--- config.mk ---
export PLATFORM = sky130hd
export DESIGN_NAME = ultrasonic_ranging_controller
export DESIGN_NICKNAME = d
export VERILOG_FILES = /design/src/rtl/ultrasonic_ranging_controller.sv
export SDC_FILE = /design/constraint.sdc
export NUM_CORES = 1
export LEC_CHECK = 0
export BUFFER_PORTS_ARGS = -buffer_cell sky130_fd_sc_hd__buf_2
export CORE_ASPECT_RATIO = 0.8
export CORE_UTILIZATION = 35
export DETAILED_ROUTE_END_ITERATION = 7
export RECOVER_POWER = 50
export SLEW_MARGIN = 40
export SYNTH_ARGS = -nofsm -noshare
export SYNTH_HDL_FRONTEND = slang
export SYNTH_SLANG_ARGS = --single-unit
--- constraint.sdc ---
create_clock -name clk -period 3.7 [get_ports clk]
set_input_delay 0.185 -clock clk [delete_from_list [all_inputs] [get_ports clk]]
set_output_delay 0.185 -clock clk [all_outputs]
set_load 0.01 [all_outputs]
--- src/rtl/ultrasonic_ranging_controller.sv ---
// One ultrasonic ranging measurement per start request: gated carrier burst, receiver
// blanking, then echo listening. Reports time of flight in clk cycles or a timeout.
module ultrasonic_ranging_controller #(
  parameter int HALF_PERIOD    = 625,
  parameter int BURST_CYCLES   = 8,
  parameter int BLANK_CYCLES   = 50000,
  parameter int TIMEOUT_CYCLES = 1500000,
  parameter int TOF_W          = 24
) (
  input  logic             clk,
  input  logic             rst,
  input  logic             start,
  input  logic             echo_in,
  output logic             tx_out,
  output logic             busy,
  output logic             done,
  output logic             timeout,
  output logic [TOF_W-1:0] tof_cycles
);

  localparam int HP_W = (HALF_PERIOD > 1) ? $clog2(HALF_PERIOD) : 1;
  localparam logic [HP_W-1:0]  HP_LAST    = HP_W'(HALF_PERIOD - 1);
  localparam logic [TOF_W-1:0] BURST_LAST = TOF_W'(2 * HALF_PERIOD * BURST_CYCLES - 1);
  localparam logic [TOF_W-1:0] BLANK_LAST = TOF_W'(2 * HALF_PERIOD * BURST_CYCLES + BLANK_CYCLES - 1);
  localparam logic [TOF_W-1:0] TO_LAST    = TOF_W'(TIMEOUT_CYCLES - 1);
  localparam logic [TOF_W-1:0] TO_VALUE   = TOF_W'(TIMEOUT_CYCLES);

  typedef enum logic [1:0] {IDLE, BURST, BLANK, LISTEN} state_t;

  state_t           state, state_d;
  logic [TOF_W-1:0] cnt, cnt_d;
  logic [HP_W-1:0]  hp_cnt, hp_cnt_d;
  logic             tx_d, busy_d, done_d, timeout_d;
  logic [TOF_W-1:0] tof_d;
  logic             s1, s2, s3;
  logic             echo_edge;

  // Echo synchronizer; its 2-cycle latency is part of the reported time of flight.
  always_ff @(posedge clk or posedge rst) begin
    if (rst) begin
      s1 <= 1'b0;
      s2 <= 1'b0;
      s3 <= 1'b0;
    end else begin
      s1 <= echo_in;
      s2 <= s1;
      s3 <= s2;
    end
  end

  assign echo_edge = s2 & ~s3;

  always_ff @(posedge clk or posedge rst) begin
    if (rst) begin
      state      <= IDLE;
      cnt        <= '0;
      hp_cnt     <= '0;
      tx_out     <= 1'b0;
      busy       <= 1'b0;
      done       <= 1'b0;
      timeout    <= 1'b0;
      tof_cycles <= '0;
    end else begin
      state      <= state_d;
      cnt        <= cnt_d;
      hp_cnt     <= hp_cnt_d;
      tx_out     <= tx_d;
      busy       <= busy_d;
      done       <= done_d;
      timeout    <= timeout_d;
      tof_cycles <= tof_d;
    end
  end

  always_comb begin
    state_d   = state;
    cnt_d     = cnt;
    hp_cnt_d  = hp_cnt;
    tx_d      = tx_out;
    busy_d    = busy;
    done_d    = 1'b0;
    timeout_d = timeout;
    tof_d     = tof_cycles;
    case (state)
      IDLE: begin
        tx_d   = 1'b0;
        busy_d = 1'b0;
        if (start) begin
          state_d   = BURST;
          cnt_d     = '0;
          hp_cnt_d  = '0;
          tx_d      = 1'b1;
          busy_d    = 1'b1;
          timeout_d = 1'b0;
          tof_d     = '0;
        end
      end
      BURST: begin
        cnt_d = cnt + TOF_W'(1);
        // Half-period phase counter avoids a modulo on cnt.
        if (hp_cnt == HP_LAST) begin
          hp_cnt_d = '0;
          tx_d     = ~tx_out;
        end else begin
          hp_cnt_d = hp_cnt + HP_W'(1);
        end
        if (cnt == BURST_LAST) begin
          tx_d    = 1'b0;
          state_d = BLANK;
        end
      end
      BLANK: begin
        cnt_d = cnt + TOF_W'(1);
        tx_d  = 1'b0;
        if (cnt == BLANK_LAST) state_d = LISTEN;
      end
      LISTEN: begin
        cnt_d = cnt + TOF_W'(1);
        tx_d  = 1'b0;
        // An echo in the final window cycle takes priority over the timeout.
        if (echo_edge) begin
          tof_d     = cnt;
          timeout_d = 1'b0;
          done_d    = 1'b1;
          busy_d    = 1'b0;
          state_d   = IDLE;
        end else if (cnt == TO_LAST) begin
          tof_d     = TO_VALUE;
          timeout_d = 1'b1;
          done_d    = 1'b1;
          busy_d    = 1'b0;
          state_d   = IDLE;
        end
      end
      default: begin
        state_d = IDLE;
        tx_d    = 1'b0;
        busy_d  = 1'b0;
      end
    endcase
  end

endmodule

======== Yosys cells after proc, flatten, opt, wreduce, memory -nomap -nowiden ========
Index checks and enable logic that the tools add are counted.
operators by class
  muxes and demuxes ....................... 28
  reduce and logical (&&, ||, !) cells .... 9
  equal/unequal tests ..................... 12
  bitwise logic cells ..................... 3
  add/subtract/negate cells ............... 2
operators by type and width
  kind                                                                      count
  24-bit one-hot mux with 2 select lines                                    2
  24-bit 2-to-1 mux                                                         3
  24-bit by 1-bit adder with 24-bit output (second input constant)          1
  24-bit by 14-bit equality test with 1-bit output (second input constant)  1
  24-bit by 16-bit equality test with 1-bit output (second input constant)  1
  24-bit by 21-bit equality test with 1-bit output (second input constant)  1
  10-bit 2-to-1 mux                                                         2
  10-bit one-hot mux with 2 select lines                                    1
  1-bit 2-to-1 mux                                                          11
  10-bit by 1-bit adder with 10-bit output (second input constant)          1
  10-bit equality test (second input constant)                              1
  2-bit 2-to-1 mux                                                          5
  2-bit one-hot mux with 4 select lines                                     1
  2-bit inequality test (second input constant)                             3
  3-bit inequality test (second input constant)                             2
  2-bit equality test (second input constant)                               2
  1-bit one-hot mux with 2 select lines                                     2
  2-bit AND reduction                                                       2
  4-bit AND reduction                                                       1
  2-bit nonzero test                                                        2
  1-bit one-hot mux with 3 select lines                                     1
  3-bit AND reduction                                                       1
  3-bit OR reduction                                                        1
  2-bit by 1-bit equality test with 1-bit output (second input constant)    1
  other kinds (4)                                                           5
word-level totals
  word-level logic and storage cells ...... 65
  register bits ........................... 67

======== Longest topological paths before layout ========
Gate-level depths: netlist of the first run.
  word-level depth ........................ 4
  mapped depth ............................ 8

======== Worst setup path before layout of the first run ========
Ideal clock, no wire load.
  path type ............................... register to register
  start point ............................. reg cnt[16]
  end point ............................... reg tof_cycles[5]
  path slack .............................. 1.560 ns
  period minus slack after synthesis ...... 2.140 ns
  setup time .............................. 0.079 ns
  buffers on the path ..................... 2
  cell stages (with the launch flop) ...... 8
  data arrival time ....................... 2.060 ns
  cells stage by stage .................... dfrtp_1 -> or4b_4 -> nor4_4 -> and4_4 -> o21a_1 -> buf_6 -> buf_12 -> mux2i_1
between the ends
  cells in the longest elaborated chain, start to end .. 3
RTL lines
  element                                           RTL line  source
  start: declaration                                31        logic [TOF_W-1:0] cnt, cnt_d;
  start signal: assignment                          65        cnt <= cnt_d;
  24-bit by 21-bit equality test with 1-bit output  127       end else if (cnt == TO_LAST) begin
  3-bit inequality test (no source line)            n/a
  3-bit AND reduction (no source line)              n/a
  end signal: assignment                            71        tof_cycles <= tof_d;
  end: declaration                                  18        output logic [TOF_W-1:0] tof_cycles
No other way between the ends.
A chain may end at the register's enable or synchronous reset.

======== Worst setup path after layout of the first run ========
  start point ............................. reg cnt[16]
  end point ............................... reg tof_cycles[11]
The elaborated chain is that of the path after synthesis.

==> summary.txt, run 1 <==
Yosys
  • Synth Area in XOR/XNOR: 0
  • Post-synth EDFFs: 0
  • Area contributors post-synth: dfrtp_1 49%, mux2i_1 8.1%, o21ai_0 5.7%, nand2_1 4.6%, inv_1 4.0%
  • Post-Syn Area per Cell: between 9 and 10 um2
  • Dominant synthesized flop cell: dfrtp_1
  • Sequential fraction of the synthesis area: 0.486
  • Post-Synth Simple-Gate Area: 0.179
  • Multiplexer share of the synthesized area: 0.0812
  • Post-synth cell types: 50
  • Post-Syn Area: around 0.0035 mm2
  • Post-Synth Adder-Cell Area: 0.0254
  • Compound-Gate Fraction of Synth Area: 0.152
  • Post-Syn Instances: 355
  • Leading area contributor after synthesis: dfrtp_1
  • Largest family of logic cells by synthesized area: simple AND/OR/NAND/NOR gates
  • Yosys warns: 0
  • Synth top area share: 0.486
  • Net count after synthesis: between 300 and 400
  • Synth Register Bits: 67
  • Synth async-reset ratio: 1.00

Place
  • Post-DP Area: 0.00368 mm2
  • Final weighted congestion in routability-driven placement: around 0.82
  • Input/output buffers: 31
  • Post-DP HPWL: between 5000 and 6000 um

Finish
  • Area occupied by multi-input gates: approximately 0.0015 mm2
  • Final Util: 0.415
  • Register area: between 0.0015 and 0.002 mm2
  • N_diodes: 0
  • Layout area overhead: 15.4%
  • Nets: 400
  • Post-route cell area: ~0.004 mm2
  • Filler cell count: 960
  • Layout cells sized above 1: 0.0939

Critical path
  • CP top delay family: simple AND/OR/NAND/NOR gates
  • CP max stage delay: between 0.5 and 0.6 ns
  • WP data arrival: 2.71 ns
  • Crit path buffers/inverters: 1
  • Critical path class: reg2reg
  • Critical Path Source Type: register
  • Worst path slowest cell: or4b_4
  • Worst EP required: about 4 ns
  • R2R setup slack: 1.24 ns
  • Crit. End Element: register
  • CP max FO: 25
  • Worst-path cell chain: or4b_4 > nor4_4 > and4_4 > o21a_1 > buf_4 > mux2i_1

STA
  • Worst hold slack: approximately 0.095 ns
  • Slew @ Worst Pin: between 1.5 and 2 ns
  • Setup TNS: 0 ns
  • Slew HR: -0.322
  • Pins Over Slew Limit: 44
  • Tmin final: between 2 and 2.5 ns
  • Unrepaired setup endpoints after global routing: no
  • Fmax: just over 400 MHz
  • Final setup fails: 0
  • Fin crit share: 0.666
  • Skew final: about 0.0057 ns
  • Hold violation count in the final report: 0

Global route
  • Initial antenna violation count: 0
  • GRT Total Usage: 0.163
  • Vias in the first global route: 2529
  • Global-route wire length before repair: 13100 um
  • Global route overflow: 0
  • Largest net degree at the start of global routing: between 40 and 50

Route
  • Routed vias/inst: ~5.3
  • Routed WL: around 8000 um
  • Vias: approximately 2700
  • Number of routed nets with antenna violations: 0
  • Detailed Routing Iterations Pass 1: 4
  • Starting DRT DRC Count: between 200 and 250
  • DRC Markers: 0
  • WL per Instance: 15.3 um

Clock network
  • Clk buf depth: 2
  • Htree depth: 3
  • Clock transition at path regs: roughly 0.050 ns
  • Cts bufs inserted: 9
  • CTS tree: yes
  • Post-CTS sizing: 0
  • CTS Root Cell: clkbuf_16
  • Clk sinks: 67
  • Worst skew pair latency: ~0.33 ns

Floorplanning
  • Die ar.: between 0.01 and 0.015 mm2
  • Ports: 32
  • Core ar.: just under 0.01 mm2
  • Starting Density: 0.359
  • Row cnt: 32
  • Die span in y: 90.8 um
  • Die width: between 100 and 150 um

Pwr
  • Switching Share: 0.196
  • P_int: 1.32 mW
  • Seq pwr share: 0.449
  • Clock Power Share: 0.537
  • Comb pwr share: 0.013
  • Worst vdd ir: approximately 0.23 mV
  • Total power: between 1.5 and 2 mW
  • Lkg Pwr: about 1.7 nW
  • Sw Pwr: 320 uW
  • Total power per unit cell area: approximately 400 mW/mm2

Status
  • Failing checks: capacitance limit, slew limit
  • Status: finished, violations left

Run
  • Max-cap viol count: 1

Worst hold path
  • Hold Crit Class: in2reg
==> area by class of cell <==
type	count	share of cell area
repair buffers	38	0.0446
multi-input cells	236	0.385
clock buffers	15	0.0697
flip-flops and latches	67	0.421
well taps	119	0.0374
clock inverters	1	0.00754
inverters	37	0.0352
==> power by group through the flow <==
stage	logic, mW	clock network, mW	registers (mW)
floorplan	0.0127	0	0.748
global placement	0.0211	0	0.748
detailed placement	0.0217	0	0.748
CTS	0.0232	0.893	0.735
global route	0.0257	0.928	0.735
finish	0.0217	0.880	0.736
==> synth_stat cells (2+ instances only) <==
master,n
dfrtp_1,67
nand2_1,42
o21ai_0,39
inv_1,37
mux2i_1,28
nand3_1,21
nor2_1,16
o31ai_1,11
clkbuf_1,7
ha_1,7
a21oi_1,5
and3_1,5
nand4_1,5
a31oi_1,4
nand2b_1,4
nor2b_1,4
nor4_1,4
o21ai_1,4
o21a_1,3
o22ai_1,3
o41ai_1,3
a22o_1,2
and2_1,2
and3_2,2
buf_12,2
clkbuf_8,2
nor3_1,2
o211ai_1,2
==> per-stage QoR <==
stage          setup WS (ns)  std cells
6_report                1.24        513
5_1_grt                 1.04        513
4_1_cts                 1.21        513
3_5_place_dp            1.23        495
3_3_place_gp            1.25        495
2_1_floorplan           1.56        355
==> worst paths after layout <==
| path | depth (start not counted) | end | start |
|---|---|---|---|
| min reg2reg | 0 | s2 | s1 |
| max in group asynchronous | 4 | cnt[7] | rst |
| max | 6 | tof_cycles[11] | cnt[16] |
| max reg2reg | 6 | tof_cycles[11] | cnt[16] |
| min | 2 | cnt[1] | start |
| min in group asynchronous | 3 | tof_cycles[2] | rst |
==> layer usage <==
layer,vias to the layer above,share of wire,global-route usage
li1,1332,-,-
met1,1304,0.52,0.239
met2,68,0.42,0.235
met3,9,0.051,0.0416
met4,0,0.0099,0.0461
met5,-,0,0
==> flip-flops by register name (all words and copies together) (netlist names) <==
signal / cells
cnt: 24
tof_cycles: 24
hp_cnt: 10
state: 2
busy: 1
done: 1
s1: 1
s2: 1
s3: 1
timeout: 1
tx_out: 1
==> cells by family after synthesis <==
kind of cell / after synthesis
muxes: 28
adders and majority gates: 7
buffers and inverters: 52
DFF: 67
AOI/OAI and AO/OA: 83
and+or+nand+nor: 118
==> repair_timing <==
action | in CTS | in global routing
endpoints found under the setup margin | 0 | 0
setup buffers | 0 | 0
hold buffers | 2 | 0
endpoints found under the hold margin | 43 | 0
==> worst reg2reg max path, cell delays in order, from the launching register on <==
cell	delay [ns]
dfrtp_1	0.43
or4b_4	0.58
nor4_4	0.30
and4_4	0.31
o21a_1	0.12
buf_4	0.38
mux2i_1	0.26
==> cells in the final DEF (no fill, tap or decap), types with 3 or more instances in the layout <==
cell type	instances
buf_4	5
nor2_1	15
and3_1	5
inv_1	36
o22ai_1	3
o31ai_1	11
clkbuf_8	3
clkbuf_16	9
nand3_1	21
a31oi_1	4
nor2b_1	4
o41ai_1	3
ha_1	7
dfrtp_1	67
mux2i_1	28
a21oi_1	5
nand4_1	5
o21ai_1	4
nand2b_1	4
clkbuf_1	31
o21a_1	3
nand2_1	42
o21ai_0	39
Power figures use the tool's default switching activity.
==> inputs of run 2 (changes only) <==
==> constraint.sdc (replaced) <==
create_clock -name clk -period 2.5 [get_ports clk]
set_input_delay 0.125 -clock clk [delete_from_list [all_inputs] [get_ports clk]]
set_output_delay 0.125 -clock clk [all_outputs]
set_load 0.01 [all_outputs]
==> summary.txt, run 2 (same netlist as run 1, synthesis figures left out) <==
Floorplanning
  • Ports: 32
  • Row cnt: 32
  • Die ar.: between 0.01 and 0.015 mm2
  • Die span in y: about 91 um
  • Die width: around 110 um
  • Core ar.: approximately 0.0096 mm2
  • Starting Density: 0.359

STA
  • Final setup fails: 0
  • Tmin final: ~2.3 ns
  • Fmax: ~440 MHz
  • Unrepaired setup endpoints after global routing: no
  • Skew final: 0.00917 ns
  • Fin crit share: 0.918
  • Pins Over Slew Limit: 0
  • Worst setup margin: ~0.20 ns
  • Hold violation count in the final report: 0
  • Slew HR: 0.532
  • Slew @ Worst Pin: 0.701 ns
  • Setup TNS: 0 ns

Route
  • Routed vias/inst: around 5.2
  • DRC Markers: 0
  • Detailed Routing Iterations Pass 1: 4
  • Number of routed nets with antenna violations: 0
  • Routed WL: 7890 um
  • Vias: 2703
  • WL per Instance: around 15 um
  • Starting DRT DRC Count: about 220

Clock network
  • Htree depth: 3
  • Clock transition at path regs: ~0.060 ns
  • Post-CTS sizing: 0
  • Worst skew pair latency: about 0.34 ns
  • Post-CTS setup buffers: 0
  • CTS tree: yes
  • Clk buf depth: 2
  • CTS Root Cell: clkbuf_16
  • Cts bufs inserted: 9
  • Clk sinks: 67

Global route
  • Global route overflow: 0
  • Global-route wire length before repair: between 10000 and 15000 um
  • Initial antenna violation count: 0
  • Vias in the first global route: 2576
  • Largest net degree at the start of global routing: 28
  • GRT Total Usage: 0.166

Pwr
  • P_int: 2.07 mW
  • Total power: around 2.6 mW
  • Total power per unit cell area: ~640 mW/mm2
  • Seq pwr share: 0.422
  • Sw Pwr: roughly 510 uW
  • Lkg Pwr: about 1.8 nW
  • Comb pwr share: 0.012
  • Clock Power Share: 0.566
  • Switching Share: 0.197
  • Worst vdd ir: between 0.2 and 0.3 mV

Critical path
  • Worst EP required: ~2.8 ns
  • CP max FO: 25
  • R2R setup slack: about 0.2 ns
  • Critical R2R Launch: cnt[16]
  • Reg2reg end: tof_cycles[6]
  • CP max stage delay: 0.57 ns
  • Worst path slowest cell: or4b_4
  • Critical path class: reg2reg
  • Worst Reg-to-Reg Cells: 6
  • Worst-path cell chain: or4b_4 > nor4_4 > and4_4 > o21a_1 > buf_12 > mux2i_1
  • WP data arrival: 2.55 ns
  • Crit. End Element: register
  • Critical Path Source Type: register

Worst hold path
  • Hold Crit Class: in2reg
  • Hold path depth: 2
  • Min-Delay Endpoint: cnt[1]
  • Hold Startpoint: start

Place
  • Dpl ws: 0.208 ns
  • Input/output buffers: 31
  • Post-DP HPWL: between 5000 and 6000 um
  • Final weighted congestion in routability-driven placement: 0.834

Finish
  • Area occupied by multi-input gates: 0.00151 mm2
  • Register area: between 0.0015 and 0.002 mm2
  • Layout cells sized above 1: 0.105
  • Nets: a little over 400
  • Layout area overhead: 17.4%
  • Biggest regs: cnt: 24 flops, tof_cycles: 24 flops, hp_cnt: 10 flops
  • Filler cell count: slightly below 1000
  • N_diodes: 0
  • Most frequent cells in the layout: 67 x dfrtp_1, 42 x nand2_1, 39 x o21ai_0
  • Commonest non-fill, non-tap cell in the layout: dfrtp_1

Status
  • Status: finished clean

Run
  • Max-cap viol count: 0
run 2: cell count changes in the layout (fill, tap and decap cells not counted), sizes merged:
cell / before / now
inv: 36 / 38
clkbuf: 44 / 40
clkinvlp: 1 / 0
bufinv: 1 / 3
clkinv: 0 / 2
buf: 7 / 13
run 2: worst max-delay path by stage:
stage	endpoint	slack (ns)	start	depth (start not counted)
after floorplan	tof_cycles[5]	0.36	cnt[16]	7
after global placement	tof_cycles[11]	0.28	cnt[16]	6
after detailed placement	tof_cycles[1]	0.21	cnt[16]	6
after CTS	timeout	0.19	cnt[16]	6
after global routing	timeout	0.03	cnt[13]	6
final	tof_cycles[6]	0.20	cnt[16]	6
run 2: layout make-up:
type | instances | share of cell area
Timing Repair Buffer | 45 | 0.0587
Multi-Input combinational cell | 236 | 0.372
Clock inverter | 6 | 0.0278
Clock buffer | 10 | 0.0565
Sequential cell | 67 | 0.414
Inverter | 37 | 0.0343
Tap cell | 119 | 0.0368
run 2: layer usage:
layer	part of all wire	GRT usage	vias to the layer above
li1	-	-	1342
met1	0.52	0.239	1291
met2	0.42	0.236	61
met3	0.048	0.0517	9
met4	0.011	0.0482	0
met5	0	0	-
run 2: repair_timing:
item	4_1_cts	5_1_grt
setup endpoints to repair	0	0
hold buffers	2	0
endpoints found under the hold margin	17	0
run 2: worst max-delay path, delay by kind of cell, from the launching register on:
kind	cells	cell delay (ns)
flip-flops	1	0.43
multiplexers	1	0.21
AND/OR/NAND/NOR	3	1.17
buffers and inverters	1	0.21
AO/OA/AOI/OAI	1	0.16
run 2: power groups by stage:
stage / Combinational (mW) / Sequential (mW) / Clock, mW
finish: 0.0318 / 1.09 / 1.46
global route: 0.0377 / 1.09 / 1.53
CTS: 0.0351 / 1.09 / 1.49
detailed placement: 0.0327 / 1.11 / 0
global placement: 0.0322 / 1.11 / 0
floorplan: 0.0187 / 1.11 / 0
run 2: metrics by stage:
step,util,hold slack [ns],area [um2],std cells
floorplan,-,0.156,3450,355
global placement,0.388,0.124,3730,502
detailed placement,0.388,0.121,3730,502
CTS,0.426,0.0292,4090,520
global route,0.422,0.0430,4050,520
finish,0.422,0.0345,4050,520
==> inputs of run 3 (changes only) <==
==> constraint.sdc (replaced) <==
create_clock -name clk -period 2.65 [get_ports clk]
set_input_delay 0.1325 -clock clk [delete_from_list [all_inputs] [get_ports clk]]
set_output_delay 0.1325 -clock clk [all_outputs]
set_load 0.01 [all_outputs]
==> summary.txt, run 3 (same netlist as run 1, synthesis figures left out) <==
Global route
  • GRT Total Usage: 0.167
  • GR Layer Usage met2: 0.244
  • Met3 usage: 0.0389
  • GRT busiest layer: met2
  • Initial antenna violation count: 0
  • Global-route wire length before repair: approximately 13000 um
  • Met1 Resource Use GR: 0.243
  • Vias in the first global route: 2614
  • Global route overflow: 0
  • Largest net degree at the start of global routing: 27

Finish
  • Final Util: 0.418
  • Nets: approximately 400
  • Most frequent cells in the layout: 67 x dfrtp_1, 42 x nand2_1, 39 x o21ai_0
  • N_diodes: 0
  • Filler cell count: roughly 1000
  • Layout cells sized above 1: 0.107
  • Layout area overhead: 16.4%
  • Biggest regs: cnt: 24 flops, tof_cycles: 24 flops, hp_cnt: 10 flops
  • Commonest non-fill, non-tap cell in the layout: dfrtp_1

STA
  • Pins Over Slew Limit: 0
  • Setup TNS: 0 ns
  • Worst hold slack: between 0.03 and 0.04 ns
  • Final setup fails: 0
  • Fin crit share: 0.885
  • Fmax: 426 MHz
  • Unrepaired setup endpoints after global routing: no
  • Tmin final: between 2 and 2.5 ns
  • Slew HR: 0.162
  • Slew @ Worst Pin: between 1 and 1.5 ns
  • Skew final: approximately 0.0053 ns
  • Hold violation count in the final report: 0

Pwr
  • Total power per unit cell area: 555 mW/mm2
  • Lkg Pwr: between 1.5 and 2 nW
  • Worst vdd ir: 0.330 mV

Floorplanning
  • Die span in y: 90.8 um
  • Core ar.: about 0.0096 mm2
  • Ports: 32
  • Die ar.: ~0.01 mm2
  • Starting Density: 0.359
  • Row cnt: 32
  • Die width: 113 um

Route
  • Starting DRT DRC Count: about 260
  • WL per Instance: ~15 um
  • Routed WL: 7990 um
  • Routed vias/inst: between 5 and 6
  • Detailed Routing Iterations Pass 1: 4
  • Vias: 2741
  • DRC Markers: 0
  • Number of routed nets with antenna violations: 0

Run
  • Max-cap viol count: 0

Critical path
  • CP max stage delay: 0.57 ns
  • Worst EP required: ~2.9 ns
  • Crit. End Element: register
  • WP data arrival: 2.58 ns
  • Critical Path Source Type: register
  • CP max FO: 7
  • Critical path class: reg2reg
  • Worst path slowest cell: or4b_4
  • Worst-path cell chain: or4b_4 > nor4_4 > and4_4 > o21a_1 > buf_4 > mux2i_1

Place
  • Input/output buffers: 31
  • Final weighted congestion in routability-driven placement: roughly 0.84
  • Post-DP HPWL: between 5000 and 6000 um

Clock network
  • CTS tree: yes
  • Htree depth: 3
  • CTS Root Cell: clkbuf_16
  • Worst skew pair latency: ~0.33 ns
  • Clk buf depth: 2
  • Clock transition at path regs: 0.06 ns
  • Clk sinks: 67
  • Cts bufs inserted: 9
  • Post-CTS setup buffers: 0

Status
  • Status: finished clean

Worst hold path
  • Hold Crit Class: in2reg
[run 3: changes by cell type in the layout (fill, tap and decap cells not counted)]
cell and change:
buf_4 +2, clkbuf_1 +1, inv_6 -1, bufinv_16 -2
clkbuf_2 -1, clkinv_4 -1, clkinv_2 +2, clkbuf_8 +1
clkinvlp_4 +1
[run 3: path summary, 6_finish.rpt]
path | slack [ns] | cells after the start | to | start
min in group asynchronous | 0.46 | 3 | tof_cycles[1] | rst
max in group asynchronous | 0.60 | 4 | cnt[9] | rst
setup reg to reg | 0.30 | 6 | tof_cycles[11] | cnt[16]
setup / recovery | 0.30 | 6 | tof_cycles[11] | cnt[16]
hold reg to reg | 0.35 | 0 | s2 | s1
hold / removal | 0.04 | 2 | cnt[1] | start
[run 3: layout make-up]
class | instances | area (um2) | share of cell area
Tap cell | 119 | 149 | 0.0370
Timing Repair Buffer | 47 | 251 | 0.0626
Multi-Input combinational cell | 236 | 1510 | 0.375
Clock buffer | 11 | 243 | 0.0604
Clock inverter | 5 | 52.6 | 0.0131
Sequential cell | 67 | 1680 | 0.417
Inverter | 37 | 139 | 0.0346
[run 3: where the power goes]
group          leakage [nW]  total [mW]  switching, mW  internal (mW)
logic                 0.902      0.0290         0.0237        0.00528
clock network         0.145        1.17          0.426          0.748
registers             0.695        1.03       0.000597           1.03
[run 3: critical path, delay by kind of cell, from the launching register on]
family,cells,cell delay [ns]
buf+inv,1,0.21
simple gates,3,1.17
flops,1,0.43
compound gates,1,0.19
mux,1,0.25
[run 3: per-layer routing]
layer	up-vias	routed length, um
met3	11	395
met4	0	95
met2	73	3440
met5	-	0
li1	1336	-
met1	1321	4060
[run 3: what timing repair did]
item / CTS / global route
hold endpoints to repair: 19 / 0
hold buffers: 2 / 0
gates resized for setup: 0 / 0
[run 3: per-stage QoR]
stage	cell area, um2	std cells	setup WS [ns]	power (mW)
4_1_cts	4060	522	0.289	2.26
5_1_grt	4020	522	0.171	2.30
3_3_place_gp	3740	504	0.430	1.07
2_1_floorplan	3450	355	0.510	1.06
6_report	4020	522	0.305	2.23
3_5_place_dp	3740	504	0.372	1.08
